===== config.mk =====
export PLATFORM = sky130hd
export DESIGN_NAME = spi_slave_rx_tx
export DESIGN_NICKNAME = d
export VERILOG_FILES = /design/src/rtl/spi_slave_rx_tx.sv
export SDC_FILE = /design/constraint.sdc
export NUM_CORES = 1
export LEC_CHECK = 0
export CORE_UTILIZATION = 55
export CTS_BUF_LIST = sky130_fd_sc_hd__clkbuf_8
export DETAILED_ROUTE_END_ITERATION = 10
export PLACE_DENSITY_LB_ADDON = 0.25
export SETUP_SLACK_MARGIN = 0.1
export SLEW_MARGIN = 15
export SYNTH_ARGS = -nofsm -noshare
export SYNTH_HDL_FRONTEND = slang
export SYNTH_SLANG_ARGS = --single-unit

===== constraint.sdc =====
create_clock -name d_Clk -period 2.5 [get_ports d_Clk]
set_input_delay 0.625 -clock d_Clk [delete_from_list [all_inputs] [get_ports d_Clk]]
set_output_delay 0.625 -clock d_Clk [all_outputs]
set_load 0.01 [all_outputs]

===== src/rtl/spi_slave_rx_tx.sv =====
// spi_slave_rx_tx: SPI mode-0 (CPOL=0, CPHA=0) slave, MSB first.
// SPI_Clk, SPI_MOSI and SPI_CS are oversampled in the d_Clk domain. MOSI bytes are
// deserialised, and a preloaded reply byte is serialised on MISO. A single CS-low
// frame may carry several bytes.
// Optional feature: define SPI_SLAVE_ECHO_EN to send back the last received byte
// whenever no reply byte is loaded at a load point.
module spi_slave_rx_tx #(
    parameter int unsigned SYNC_STAGES  = 2,     // minimum 2
    parameter logic [7:0]  IDLE_TX_BYTE = 8'h00
) (
    input  logic       d_Clk,
    input  logic       reset_l,
    input  logic       SPI_Clk,
    input  logic       SPI_MOSI,
    input  logic       SPI_CS,
    output logic       SPI_MISO,
    output logic       SPI_MISO_en,
    output logic       rx_dv,
    output logic [7:0] rx_byte,
    input  logic       tx_dv,
    input  logic [7:0] tx_byte,
    output logic       tx_ready,
    output logic       cs_active,
    output logic [7:0] byte_cnt,
    output logic       frame_err
);

    typedef enum logic [1:0] {StIdle, StLoad, StShift} state_e;

    logic [SYNC_STAGES-1:0] clk_sync_q;
    logic [SYNC_STAGES-1:0] mosi_sync_q;
    logic [SYNC_STAGES-1:0] cs_sync_q;
    logic                   clk_hist_q;
    logic                   cs_hist_q;

    logic sclk_s;
    logic mosi_s;
    logic cs_s;
    logic sclk_rise;
    logic sclk_fall;
    logic cs_rise;
    logic cs_fall;

    state_e     state_q;
    logic [3:0] bit_cnt_q;
    logic [6:0] rx_shift_q;   // first seven bits of the byte in flight
    logic [6:0] tx_shift_q;   // remaining TX bits; bit 7 already sits on SPI_MISO
    logic [7:0] hold_q;
    logic       hold_full_q;
    logic [7:0] reload_byte;
    logic       load_pt;

`ifdef SPI_SLAVE_ECHO_EN
    logic       rx_seen_q;
`endif

    // Input synchronisers plus one history flop for edge detection.
    // The CS chain resets to the idle (high) level so reset release never fakes a CS fall.
    always_ff @(posedge d_Clk or negedge reset_l) begin
        if (!reset_l) begin
            clk_sync_q  <= '0;
            mosi_sync_q <= '0;
            cs_sync_q   <= '1;
            clk_hist_q  <= 1'b0;
            cs_hist_q   <= 1'b1;
        end else begin
            clk_sync_q  <= {clk_sync_q[SYNC_STAGES-2:0], SPI_Clk};
            mosi_sync_q <= {mosi_sync_q[SYNC_STAGES-2:0], SPI_MOSI};
            cs_sync_q   <= {cs_sync_q[SYNC_STAGES-2:0], SPI_CS};
            clk_hist_q  <= sclk_s;
            cs_hist_q   <= cs_s;
        end
    end

    // MOSI uses the same path depth as SPI_Clk, so mosi_s is aligned with sclk_rise.
    assign sclk_s    = clk_sync_q[SYNC_STAGES-1];
    assign mosi_s    = mosi_sync_q[SYNC_STAGES-1];
    assign cs_s      = cs_sync_q[SYNC_STAGES-1];
    assign sclk_rise = sclk_s & ~clk_hist_q;
    assign sclk_fall = ~sclk_s & clk_hist_q;
    assign cs_rise   = cs_s & ~cs_hist_q;
    assign cs_fall   = ~cs_s & cs_hist_q;

    // Load points: frame start, and the falling edge that closes a complete byte.
    always_comb begin
        load_pt = 1'b0;
        unique case (state_q)
            StIdle:  load_pt = cs_fall;
            StShift: load_pt = ~cs_rise & sclk_fall & (bit_cnt_q == 4'd8);
            default: load_pt = 1'b0;
        endcase
    end

    // Byte placed in the TX shifter at a load point.
    always_comb begin
        if (hold_full_q) begin
            reload_byte = hold_q;
`ifdef SPI_SLAVE_ECHO_EN
        end else if (rx_seen_q) begin
            reload_byte = rx_byte;
`endif
        end else begin
            reload_byte = IDLE_TX_BYTE;
        end
    end

    // Reply holding register; consumption wins over a same-cycle load request.
    always_ff @(posedge d_Clk or negedge reset_l) begin
        if (!reset_l) begin
            hold_q      <= 8'h00;
            hold_full_q <= 1'b0;
        end else if (load_pt && hold_full_q) begin
            hold_full_q <= 1'b0;
        end else if (tx_dv && !hold_full_q) begin
            hold_q      <= tx_byte;
            hold_full_q <= 1'b1;
        end
    end

    assign tx_ready = ~hold_full_q;

    // Frame FSM with registered outputs: shifts RX on rises, drives TX on falls.
    always_ff @(posedge d_Clk or negedge reset_l) begin
        if (!reset_l) begin
            state_q     <= StIdle;
            bit_cnt_q   <= 4'd0;
            rx_shift_q  <= 7'd0;
            tx_shift_q  <= 7'd0;
            SPI_MISO    <= 1'b0;
            SPI_MISO_en <= 1'b0;
            rx_dv       <= 1'b0;
            rx_byte     <= 8'h00;
            cs_active   <= 1'b0;
            byte_cnt    <= 8'h00;
            frame_err   <= 1'b0;
`ifdef SPI_SLAVE_ECHO_EN
            rx_seen_q   <= 1'b0;
`endif
        end else begin
            rx_dv     <= 1'b0;
            frame_err <= 1'b0;
            unique case (state_q)
                StIdle: begin
                    if (cs_fall) begin
                        state_q     <= StLoad;
                        cs_active   <= 1'b1;
                        SPI_MISO_en <= 1'b1;
                        byte_cnt    <= 8'h00;
                        bit_cnt_q   <= 4'd0;
                        rx_shift_q  <= 7'd0;
                        tx_shift_q  <= reload_byte[6:0];
                        SPI_MISO    <= reload_byte[7];
                    end
                end
                StLoad: begin
                    if (cs_rise) begin
                        state_q     <= StIdle;
                        cs_active   <= 1'b0;
                        SPI_MISO_en <= 1'b0;
                        SPI_MISO    <= 1'b0;
                    end else begin
                        state_q <= StShift;
                    end
                end
                StShift: begin
                    if (cs_rise) begin
                        // A completed byte (count 0 or 8) ends cleanly; anything else is torn.
                        state_q     <= StIdle;
                        cs_active   <= 1'b0;
                        SPI_MISO_en <= 1'b0;
                        SPI_MISO    <= 1'b0;
                        frame_err   <= (bit_cnt_q != 4'd0) && (bit_cnt_q != 4'd8);
                        bit_cnt_q   <= 4'd0;
                    end else if (sclk_rise) begin
                        if (bit_cnt_q != 4'd8) begin
                            rx_shift_q <= {rx_shift_q[5:0], mosi_s};
                            bit_cnt_q  <= bit_cnt_q + 4'd1;
                            if (bit_cnt_q == 4'd7) begin
                                rx_byte <= {rx_shift_q, mosi_s};
                                rx_dv   <= 1'b1;
                                if (byte_cnt != 8'hFF) begin
                                    byte_cnt <= byte_cnt + 8'd1;
                                end
`ifdef SPI_SLAVE_ECHO_EN
                                rx_seen_q <= 1'b1;
`endif
                            end
                        end
                    end else if (sclk_fall) begin
                        if (load_pt) begin
                            tx_shift_q <= reload_byte[6:0];
                            SPI_MISO   <= reload_byte[7];
                            bit_cnt_q  <= 4'd0;
                        end else if (bit_cnt_q != 4'd0) begin
                            tx_shift_q <= {tx_shift_q[5:0], 1'b0};
                            SPI_MISO   <= tx_shift_q[6];
                        end
                    end
                end
                default: state_q <= StIdle;
            endcase
        end
    end

endmodule

==> results of run 1 <==
[state kept, by name, indices dropped and copies added (netlist names), 4 cells and up]
signal / cells
tx_shift_q: 7
hold_q: 8
byte_cnt: 8
rx_byte: 8
rx_shift_q: 7
bit_cnt_q: 4
[metrics by stage]
step                cell area [um2]  cells  hold slack [ps]  setup slack [ps]
global route                   3370    375              341               102
CTS                            3350    373              305               178
floorplan                      2720    260              329               474
global placement               3160    357              332               302
finish                         3370    375              299               244
detailed placement             3160    357              336               186
[synthesized netlist by cell type]
| master | number | share of area |
|---|---|---|
| nand2b_1 | 5 | 0.012 |
| a21o_1 | 3 | 0.0083 |
| nand3_1 | 6 | 0.011 |
| nor2_2 | 1 | 0.0023 |
| dfrtp_1 | 54 | 0.50 |
| nor3b_1 | 1 | 0.0028 |
| o32ai_1 | 1 | 0.0032 |
| o21ai_0 | 22 | 0.041 |
| nand4_1 | 2 | 0.0046 |
| or3_1 | 1 | 0.0023 |
| a311oi_2 | 1 | 0.0055 |
| nand3b_1 | 2 | 0.0055 |
| clkbuf_1 | 7 | 0.0097 |
| a211o_1 | 2 | 0.0064 |
| o31ai_1 | 4 | 0.011 |
| nor4b_1 | 1 | 0.0032 |
| nor2b_1 | 4 | 0.0092 |
| ha_1 | 10 | 0.046 |
| o221ai_1 | 2 | 0.0064 |
| or4_1 | 5 | 0.014 |
| nor2_1 | 11 | 0.015 |
| inv_1 | 11 | 0.015 |
| nand4b_1 | 1 | 0.0032 |
| nand4bb_1 | 1 | 0.0041 |
| and3b_1 | 1 | 0.0032 |
| a21oi_1 | 11 | 0.020 |
| buf_4 | 2 | 0.0055 |
| dfstp_2 | 3 | 0.029 |
| o41ai_1 | 2 | 0.0064 |
| mux2_2 | 24 | 0.099 |
| o2bb2ai_1 | 1 | 0.0032 |
| inv_2 | 1 | 0.0014 |
| and4b_1 | 1 | 0.0037 |
| a2111o_1 | 1 | 0.0041 |
| buf_2 | 3 | 0.0055 |
| nor3_1 | 3 | 0.0055 |
| nand2_1 | 44 | 0.061 |
| a31oi_1 | 1 | 0.0023 |
| o211ai_1 | 4 | 0.011 |
[worst reg2reg max path, stage by stage (launching register included)]
cell	delay, ps
dfrtp_1	380
inv_1	90
ha_1	260
buf_4	200
and4b_1	260
a2111o_1	440
o211ai_1	240
o21ai_0	180
o41ai_1	90
[worst paths after layout]
kind	end	depth (start not counted)	startpoint
max	bit_cnt_q[3]	8	state_q[0]
min	byte_cnt[0]	1	reset_l
max reg2reg	bit_cnt_q[3]	8	state_q[0]
min reg2reg	mosi_sync_q[1]	0	mosi_sync_q[0]
max in group asynchronous	cs_hist_q	2	reset_l
min in group d_Clk	mosi_sync_q[1]	0	mosi_sync_q[0]
[layer usage]
metal  GRT usage  up-vias
li1            -     1003
met5           0        -
met2       0.379       42
met3      0.0750       11
met4       0.109        0
met1       0.278     1016
[kinds of logic after synthesis]
logic type,synth area share
multiplexers,0.0994
AO/OA/AOI/OAI,0.129
AND/OR/NAND/NOR,0.162
adder cells (fa/ha/maj),0.0460
buffers and inverters,0.0373
flip-flops,0.526
[cell type report]
class,instances,area [um2],area share
clock buffers,13,179,0.0532
clock inverters,3,13.8,0.00409
inverters,12,45.0,0.0134
multi-input cells,179,1190,0.353
flip-flops and latches,57,1430,0.425
well taps,67,83.8,0.0249
repair buffers,44,425,0.126
[timing repair]
item	CTS	global route
endpoints found under the setup margin	0	7
resized for setup	0	1
setup buffers	0	2
[power by group]
group	leakage, nW	total, mW	switching, mW	internal, mW
sequential	0.740	1.22	0.126	1.10
combinational	0.629	0.926	0.483	0.443
clock	0.107	0.815	0.354	0.461
==> qor_table.md, run 1 <==
| Step | Metric | Reported |
|---|---|---|
| clocking | Number of buffers on the longest clock path | 2 |
| timing | Final hold violation count | 0 |
| die | Horizontal die dimension | 72.3 um |
| clocking | CTS tree | done |
| detailed routing | Number of optimization iterations in the first detailed-route pass | 4 |
| place | Routability congestion estimate | 0.834 |
| timing | Rel. slew slack | 0.564 |
| die | Vert. Die Dim | 72.3 um |
| finish | Layout Utilization | 0.713 |
| pwr | VDD IR-drop max | 0.646 mV |
| global routing | Number of global-route vias before repair | 2,067 |
| finish | Nets@finish | 327 |
| worst setup path | Required time of the critical path | 2720 ps |
| worst setup path | Crit path capture type | register |
| timing | Setup violations, final | 0 |
| worst setup path | Family with the most delay on the worst path | compound AO/OA/AOI/OAI gates |
| detailed routing | Via count | 2,072 |
| timing | Time the final worst path needs with I/O delays and setup | 2260 ps |
| die | Area of the placeable core | 4720 um2 |
| global routing | Number of antenna violations at the first check in global routing | 0 |
| synth | Post-synthesis register bit count | 57 |
| detailed routing | Wire length on met2 | 2560 um |
| finish | Layout cell share with drive strength beyond 1 | 0.182 |
| clocking | Post-CTS clock slew at the launch and capture registers of the worst setup and hold paths | 60 ps |
| synth | Proportion of synthesized chip area in sequential cells | 0.526 |
| place | Post-detail-place hpwl | 3730 um |
| detailed routing | Highest Signal Layer | met4 |
| clocking | Clock latency on the worst-skew pair | 340 ps |
| finish | Leading cell type in the layout, fill and taps excluded | dfrtp_1 |
| synth | Synth Area per Inst | 10.5 um2 |
| timing | Sum Neg Setup Slack | 0 ps |
| worst setup path | Cell at the slowest stage of the critical path | a2111o_1 |
| detailed routing | DRT iter0 DRCs | 114 |
| timing | Highest clock frequency the design can meet | 443 MHz |
| global routing | Combined global-route utilization of all metal layers | 0.231 |
| detailed routing | DRC violations left | 0 |
| clocking | Root cell of the clock tree | clkbuf_8 |
| worst setup path | Worst path cell trace | inv_1 > ha_1 > buf_4 > and4b_1 > a2111o_1 > o211ai_1 > o21ai_0 > o41ai_1 |
| clocking | Hold bufs inserted after CTS | 0 |
| synth | Gate count of the mapped netlist | 260 |
| detailed routing | Metal1 wirelength | 2380 um |
| die | FP Rows | 25 |
| synth | Yosys warns | 0 |
| synth | Number of unique standard cell types used by synthesis | 39 |
| job | Reported max-cap violation count | 0 |
| worst setup path | Endpoint arrival time on the critical path | 2480 ps |
| die | Initial core utilization | 0.575 |
| run status | Status | finished, final reports clean |
| pwr | Total power | 2.96 mW |
| global routing | Wire length of the first global-routing pass | 9110 um |
| place | Total of buffers placed on input and output ports | 35 |
| worst setup path | Critical path startpoint category | register |
| worst setup path | Worst-case register-to-register setup slack | 240 ps |
| die | Number of top-level pins | 36 |
| timing | Clock skew after layout | 5.41 ps |
| clocking | Number of buffers created by CTS | 9 |
| finish | Synthesis-to-finish area growth | 23.8% |
| timing | Period utilisation layout | 0.902 |
| pwr | LEAKAGE | 1.48 nW |
| worst setup path | Largest stage delay, worst path | 440 ps |
| timing | Max-slew violation count | 0 |
| detailed routing | Aggregate routed wire length | 5250 um |
| detailed routing | Wire length on met3 | 213 um |
| die | Die area | 5230 um2 |
| pwr | Pwr Density | 881 nW/um2 |
| synth | Cell area after synthesis | 2720 um2 |
| finish | Fillers | 357 |
| timing | Unrepaired setup endpoints after global routing | false |
| worst setup path | CP Max Fanout | 12 |
| global routing | Grt ovf | 0 |
| detailed routing | Antenna Violating Nets Remaining | 0 |
| synth | Number of nets produced by synthesis | 284 |
| finish | Antenna Diode Count | 0 |
| worst setup path | Count of buffer and inverter cells on the critical path | 2 |
| detailed routing | Via density | 5.53 |
| global routing | Largest net degree at the start of global routing | 33 |
| clocking | Sinks on the clock net | 57 |
| finish | Commonest cells after routing, fill and taps aside | dfrtp_1, nand2_1, clkdlybuf4s50_1, mux2_2, o21ai_0 |
| min path | Worst hold path class | in -> async |
| timing | Slew at the pin with the worst max-slew slack | 655 ps |
| detailed routing | Drt wl/cell | 14.0 um |
| worst setup path | Class of the most critical setup path | reg -> reg |
| clocking | CTS HTree Levels | 3 |
Power figures use the tool's default switching activity.
==> run 2: changes to the inputs <==
--- a/config.mk
+++ b/config.mk
@@ -8,8 +8,9 @@
 export CORE_UTILIZATION = 55
 export CTS_BUF_LIST = sky130_fd_sc_hd__clkbuf_8
 export DETAILED_ROUTE_END_ITERATION = 10
-export PLACE_DENSITY_LB_ADDON = 0.25
+export PLACE_DENSITY = 0.8
 export SETUP_SLACK_MARGIN = 0.1
+export SKIP_LAST_GASP = 1
 export SLEW_MARGIN = 15
 export SYNTH_ARGS = -nofsm -noshare
 export SYNTH_HDL_FRONTEND = slang
==> run 2 against run 1 <==
Global-route usage down 1.3 points. Utilization down 0.53 points. Non-clock buffer count down 1. Critical path type unchanged. Critical endpoint is now byte_cnt[7].
==> qor_table.md, run 2 (synthesized netlist as in run 1, its figures left out) <==
| Step | Metric | Reported | Delta |
|---|---|---|---|
| global routing | Global-route layer with the greatest usage | met2 |  |
| die | Initial core utilization | 0.575 | unchanged |
| place | Area post-placement | 3150 um2 | -0.16% |
| detailed routing | Drt wl/cell | 13.3 um | -5.4% |
| die | Area of the placeable core | 4720 um2 | unchanged |
| place | Total of buffers placed on input and output ports | 35 | unchanged |
| detailed routing | DRC violations left | 0 | unchanged |
| finish | Nets@finish | 326 | -0.31% |
| place | Post-detail-place hpwl | 3450 um | -7.4% |
| global routing | Met3 routing resource usage after global routing | 0.0486 | -0.0264 |
| detailed routing | Aggregate routed wire length | 4960 um | -5.6% |
| finish | Leading cell type in the layout, fill and taps excluded | dfrtp_1 |  |
| clocking | Number of buffers on the longest clock path | 2 | unchanged |
| timing | Clock skew after layout | 10.3 ps | +4.94 ps |
| worst setup path | Critical path startpoint category | register |  |
| clocking | Setup bufs post-CTS | 0 | unchanged |
| clocking | CTS tree | done |  |
| finish | Fillers | 358 | +0.28% |
| pwr | VDD IR-drop max | 0.556 mV | -14% |
| global routing | Met2 capacity usage during global routing | 0.337 | -0.0415 |
| timing | Period utilisation layout | 0.909 | +0.00691 |
| global routing | Met1 usage in global routing | 0.289 | +0.0113 |
| worst setup path | CP Max Fanout | 9 | -3 |
| timing | Highest clock frequency the design can meet | 440 MHz | -0.76% |
| finish | Post-route standard cell area excluding fillers | 3340 um2 | -0.74% |
| timing | Time the final worst path needs with I/O delays and setup | 2270 ps | +17.3 ps |
| global routing | Grt ovf | 0 | unchanged |
| detailed routing | Number of optimization iterations in the first detailed-route pass | 5 | +1 |
| detailed routing | Via density | 5.46 | -1.2% |
| finish | Antenna Diode Count | 0 | unchanged |
| timing | Rel. slew slack | 0.540 | -0.0241 |
| clocking | CTS HTree Levels | 3 | unchanged |
| detailed routing | Antenna Violating Nets Remaining | 0 | unchanged |
| timing | Slew at the pin with the worst max-slew slack | 691 ps | +36.1 ps |
| global routing | Wire length of the first global-routing pass | 8690 um | -4.6% |
| global routing | Number of global-route vias before repair | 1,948 | -5.8% |
| finish | Commonest cells after routing, fill and taps aside | dfrtp_1, nand2_1, clkdlybuf4s50_1, mux2_2, o21ai_0 |  |
| global routing | Largest net degree at the start of global routing | 58 | +76% |
| timing | Unrepaired setup endpoints after global routing | false |  |
| worst setup path | Required time of the critical path | 2750 ps | +30 ps |
| run status | Status | finished, final reports clean |  |
| timing | Sum Neg Setup Slack | 0 ps | unchanged |
| job | Reported max-cap violation count | 0 | unchanged |
| finish | Largest registers | byte_cnt: 8 flops, hold_q: 8 flops, rx_byte: 8 flops |  |
| global routing | Combined global-route utilization of all metal layers | 0.219 | -0.0126 |
| clocking | Clock latency on the worst-skew pair | 320 ps | -20 ps |
| die | Horizontal die dimension | 72.3 um | unchanged |
| clocking | Number of buffers created by CTS | 9 | unchanged |
| die | Number of top-level pins | 36 | unchanged |
| worst setup path | Class of the most critical setup path | reg -> reg |  |
| timing | Final hold violation count | 0 | unchanged |
| global routing | Number of antenna violations at the first check in global routing | 0 | unchanged |
| worst setup path | Endpoint arrival time on the critical path | 2520 ps | +40 ps |
| clocking | Root cell of the clock tree | clkbuf_8 |  |
| die | Vert. Die Dim | 72.3 um | unchanged |
| timing | Max-slew violation count | 0 | unchanged |
| place | Routability congestion estimate | 0.803 | -3.6% |
| timing | Setup violations, final | 0 | unchanged |
| die | FP Rows | 25 | unchanged |
| die | Die area | 5230 um2 | unchanged |
| min path | Worst hold path class | reg -> reg |  |
| detailed routing | DRT iter0 DRCs | 139 | +22% |
| pwr | Pwr Density | 867 nW/um2 | -1.5% |
| worst setup path | Crit path capture type | register |  |
| clocking | Sinks on the clock net | 57 | unchanged |
| finish | Layout cell share with drive strength beyond 1 | 0.176 | -0.00592 |
| detailed routing | Via count | 2,041 | -1.5% |
| pwr | LEAKAGE | 1.46 nW | -0.90% |
| finish | Synthesis-to-finish area growth | 22.9% |  |
| clocking | Post-CTS clock slew at the launch and capture registers of the worst setup and hold paths | 60 ps | about the same |
## run 2: cell count changes in the layout (fill, tap and decap cells not counted), sizes merged
cell,change
buf,-1
clkbuf,-1
clkinv,-1
clkinvlp,+1
inv,+1
## run 2: area by class of cell
cell class,count,area [um2],share of cell area
sequential,57,1430,0.428
timing repair buffer,43,405,0.121
inverter,12,45.0,0.0135
clock inverter,4,20.0,0.00599
multi-input combinational,179,1190,0.357
tap,67,83.8,0.0251
clock buffer,12,165,0.0494
## run 2: what timing repair did
item	4_1_cts	5_1_grt
setup endpoints to repair	0	2
hold endpoints to repair	0	0
resized for setup	0	1
hold buffers	0	0
## run 2: metrics by stage
stage	power, mW	setup WS (ps)	std cells	util	hold WS, ps
2_1_floorplan	1.86	474	260	-	329
3_3_place_gp	2.09	347	358	0.667	333
3_5_place_dp	2.14	261	358	0.667	335
4_1_cts	2.92	248	374	0.706	349
5_1_grt	3.11	101	374	0.707	357
6_report	2.90	227	374	0.707	348
## run 2: final timing paths
path | from | to | slack [ps] | cells past startpoint
min in group asynchronous | reset_l | cs_active | 420 | 2
worst min register to register | clk_sync_q[0] | clk_sync_q[1] | 350 | 0
worst max register to register | state_q[1] | byte_cnt[7] | 230 | 6
max in group asynchronous | reset_l | hold_full_q | 1610 | 2
worst min-delay path | clk_sync_q[0] | clk_sync_q[1] | 350 | 0
worst max-delay path | state_q[1] | byte_cnt[7] | 230 | 6
## run 2: critical path: stages, from the launching register on
cell and delay [ps]:
dfrtp_1 420, inv_1 120, ha_1 390, nand4b_1 170
a211o_1 420, or4_1 530, a21oi_1 150
## run 2: metal layers
metal	share of wire	up-vias	routed length, um
met5	0	-	0
met4	0.016	0	78
met3	0.037	7	182
met2	0.47	47	2320
met1	0.48	982	2380
li1	-	1005	-
## run 2: power breakdown
| group | switching [mW] | internal [mW] | total, mW |
|---|---|---|---|
| clock | 0.341 | 0.432 | 0.773 |
| combinational | 0.474 | 0.431 | 0.905 |
| sequential | 0.124 | 1.10 | 1.22 |
==> run 3: changes to the inputs <==
--- a/config.mk
+++ b/config.mk
@@ -5,10 +5,10 @@
 export SDC_FILE = /design/constraint.sdc
 export NUM_CORES = 1
 export LEC_CHECK = 0
-export CORE_UTILIZATION = 55
+export CORE_UTILIZATION = 50
 export CTS_BUF_LIST = sky130_fd_sc_hd__clkbuf_8
 export DETAILED_ROUTE_END_ITERATION = 10
-export PLACE_DENSITY = 0.8
+export PLACE_DENSITY = 0.74
 export SETUP_SLACK_MARGIN = 0.1
 export SKIP_LAST_GASP = 1
 export SLEW_MARGIN = 15
==> run 3 against run 2 <==
Register-to-register slack worse by 40 ps. Via count is 1.4% lower. Cell area is 1.2% higher. Critical path type unchanged.
==> qor_table.md, run 3 (synthesized netlist as in run 1, its figures left out) <==
| Step | Metric | Reported | Delta |
|---|---|---|---|
| worst setup path | Worst-case register-to-register setup slack | 190 ps | -40 ps |
| timing | Slew at the pin with the worst max-slew slack | 794 ps | +104 ps |
| clocking | CTS HTree Levels | 3 | unchanged |
| clocking | Clock latency on the worst-skew pair | 340 ps | +20 ps |
| timing | Unrepaired setup endpoints after global routing | false |  |
| place | Total of buffers placed on input and output ports | 35 | unchanged |
| detailed routing | Number of optimization iterations in the first detailed-route pass | 4 | -1 |
| pwr | Pwr Density | 898 nW/um2 | +3.5% |
| global routing | Combined global-route utilization of all metal layers | 0.203 | -0.0159 |
| detailed routing | Via density | 5.37 | -1.7% |
| finish | Antenna Diode Count | 0 | unchanged |
| clocking | CTS tree | done |  |
| place | Routability congestion estimate | 0.832 | +3.6% |
| worst setup path | Critical path startpoint category | register |  |
| worst setup path | Worst path cell trace | inv_1 > ha_1 > nor3b_1 > nor4b_1 > o2bb2ai_1 > mux2_2 |  |
| clocking | Number of buffers created by CTS | 9 | unchanged |
| clocking | Post-CTS resize count | 0 | unchanged |
| detailed routing | DRC violations left | 0 | unchanged |
| timing | Period utilisation layout | 0.923 | +0.0142 |
| global routing | Wire length of the first global-routing pass | 8440 um | -2.9% |
| die | Number of top-level pins | 36 | unchanged |
| clocking | Hold bufs inserted after CTS | 0 | unchanged |
| finish | Post-route standard cell area excluding fillers | 3380 um2 | +1.2% |
| finish | Largest registers | byte_cnt: 8 flops, hold_q: 8 flops, rx_byte: 8 flops |  |
| detailed routing | Antenna Violating Nets Remaining | 0 | unchanged |
| timing | Highest clock frequency the design can meet | 433 MHz | -1.5% |
| timing | Setup violations, final | 0 | unchanged |
| timing | Time the final worst path needs with I/O delays and setup | 2310 ps | +35.5 ps |
| die | Die area | 5730 um2 | +9.7% |
| clocking | Sinks on the clock net | 57 | unchanged |
| global routing | Number of antenna violations at the first check in global routing | 0 | unchanged |
| clocking | Root cell of the clock tree | clkbuf_8 |  |
| pwr | VDD IR-drop max | 0.529 mV | -4.8% |
| worst setup path | Cell at the slowest stage of the critical path | o2bb2ai_1 |  |
| clocking | Setup bufs post-CTS | 0 | unchanged |
| detailed routing | Aggregate routed wire length | 4980 um | +0.38% |
| pwr | Total power | 3.04 mW | +4.8% |
| finish | Leading cell type in the layout, fill and taps excluded | dfrtp_1 |  |
| worst setup path | Crit path capture type | register |  |
| global routing | Largest net degree at the start of global routing | 32 | -45% |
| finish | Synthesis-to-finish area growth | 24.4% |  |
| timing | Rel. slew slack | 0.470 | -0.0690 |
| finish | Layout cell share with drive strength beyond 1 | 0.180 | +0.00443 |
| detailed routing | Via count | 2,012 | -1.4% |
| worst setup path | Count of buffer and inverter cells on the critical path | 1 | unchanged |
| clocking | Post-CTS clock slew at the launch and capture registers of the worst setup and hold paths | 60 ps | about the same |
| pwr | LEAKAGE | 1.47 nW | +0.39% |
| place | Area post-placement | 3160 um2 | +0.28% |
| detailed routing | DRT iter0 DRCs | 148 | +6.5% |
| die | FP Rows | 26 | +4.0% |
| place | Post-detail-place hpwl | 3440 um | -0.25% |
| finish | Nets@finish | 325 | -0.31% |
| global routing | Number of global-route vias before repair | 1,822 | -6.5% |
| global routing | Grt ovf | 0 | unchanged |
| die | Initial core utilization | 0.525 | -0.0500 |
| min path | Worst hold path class | in -> async |  |
| timing | Clock skew after layout | 6.77 ps | -3.58 ps |
| run status | Status | finished, final reports clean |  |
| finish | Commonest cells after routing, fill and taps aside | dfrtp_1, nand2_1, clkdlybuf4s50_1, mux2_2, o21ai_0 |  |
| job | Reported max-cap violation count | 0 | unchanged |
| finish | Layout Utilization | 0.654 | -0.0534 |
| die | Vert. Die Dim | 75.7 um | +4.8% |
| timing | Sum Neg Setup Slack | 0 ps | unchanged |
| worst setup path | Required time of the critical path | 2720 ps | -30 ps |
| worst setup path | Family with the most delay on the worst path | compound AO/OA/AOI/OAI gates |  |
| timing | Max-slew violation count | 0 | unchanged |
| die | Area of the placeable core | 5170 um2 | +9.5% |
| worst setup path | Class of the most critical setup path | reg -> reg |  |
| clocking | Number of buffers on the longest clock path | 2 | unchanged |
| timing | Final hold violation count | 0 | unchanged |
| worst setup path | CP Max Fanout | 7 | -2 |
| finish | Fillers | 405 | +13% |
| worst setup path | Largest stage delay, worst path | 650 ps | +120 ps |
| die | Horizontal die dimension | 75.7 um | +4.8% |
| worst setup path | Endpoint arrival time on the critical path | 2530 ps | about the same |
| detailed routing | Drt wl/cell | 13.3 um | +0.12% |
==> run 3: cell count changes in the layout (fill, tap and decap cells not counted) <==
cell,delta
buf_12,+1
inv_1,-2
buf_4,-2
ha_4,+1
nand4bb_2,-1
clkbuf_8,-3
clkinvlp_4,-1
ha_2,+1
ha_1,-2
clkinv_4,+1
clkinv_2,+2
bufinv_16,+2
nand4bb_1,+1
==> run 3: area by class of cell <==
cell class	count	area (um2)	share of cell area
Clock buffer	9	124	0.0366
Clock inverter	6	83.8	0.0248
Inverter	12	45.0	0.0133
Multi-Input combinational cell	179	1200	0.355
Sequential cell	57	1430	0.423
Tap cell	70	87.6	0.0259
Timing Repair Buffer	42	410	0.121
==> run 3: final timing paths <==
| path | startpoint | end | cells past startpoint |
|---|---|---|---|
| min in group d_Clk | clk_sync_q[0] | clk_sync_q[1] | 0 |
| worst min register to register | clk_sync_q[0] | clk_sync_q[1] | 0 |
| worst max-delay path | bit_cnt_q[0] | tx_shift_q[2] | 6 |
| worst min-delay path | reset_l | tx_shift_q[2] | 1 |
| max in group asynchronous | reset_l | hold_q[0] | 2 |
| worst max register to register | bit_cnt_q[0] | tx_shift_q[2] | 6 |
==> run 3: metal layers <==
metal  track usage  vias to the layer above  routed length, um
met4         0.117                        0                 65
met5             0                        -                  0
met1         0.280                      945               2390
li1              -                      995                  -
met3        0.0397                        6                200
met2         0.300                       66               2320
==> run 3: per-stage QoR <==
step                      setup slack (ps)  std cells  hold WS, ps
after global placement                 263        360          332
after detailed placement               216        360          336
after global routing                  91.3        375          347
after CTS                              192        375          309
final                                  191        375          292
after floorplan                        474        260          329
==> run 3: report_power, final <==
part	total, mW	switching, mW	internal (mW)
logic	0.905	0.470	0.435
clock network	0.912	0.361	0.551
registers	1.22	0.124	1.10
total	3.04	0.955	2.08
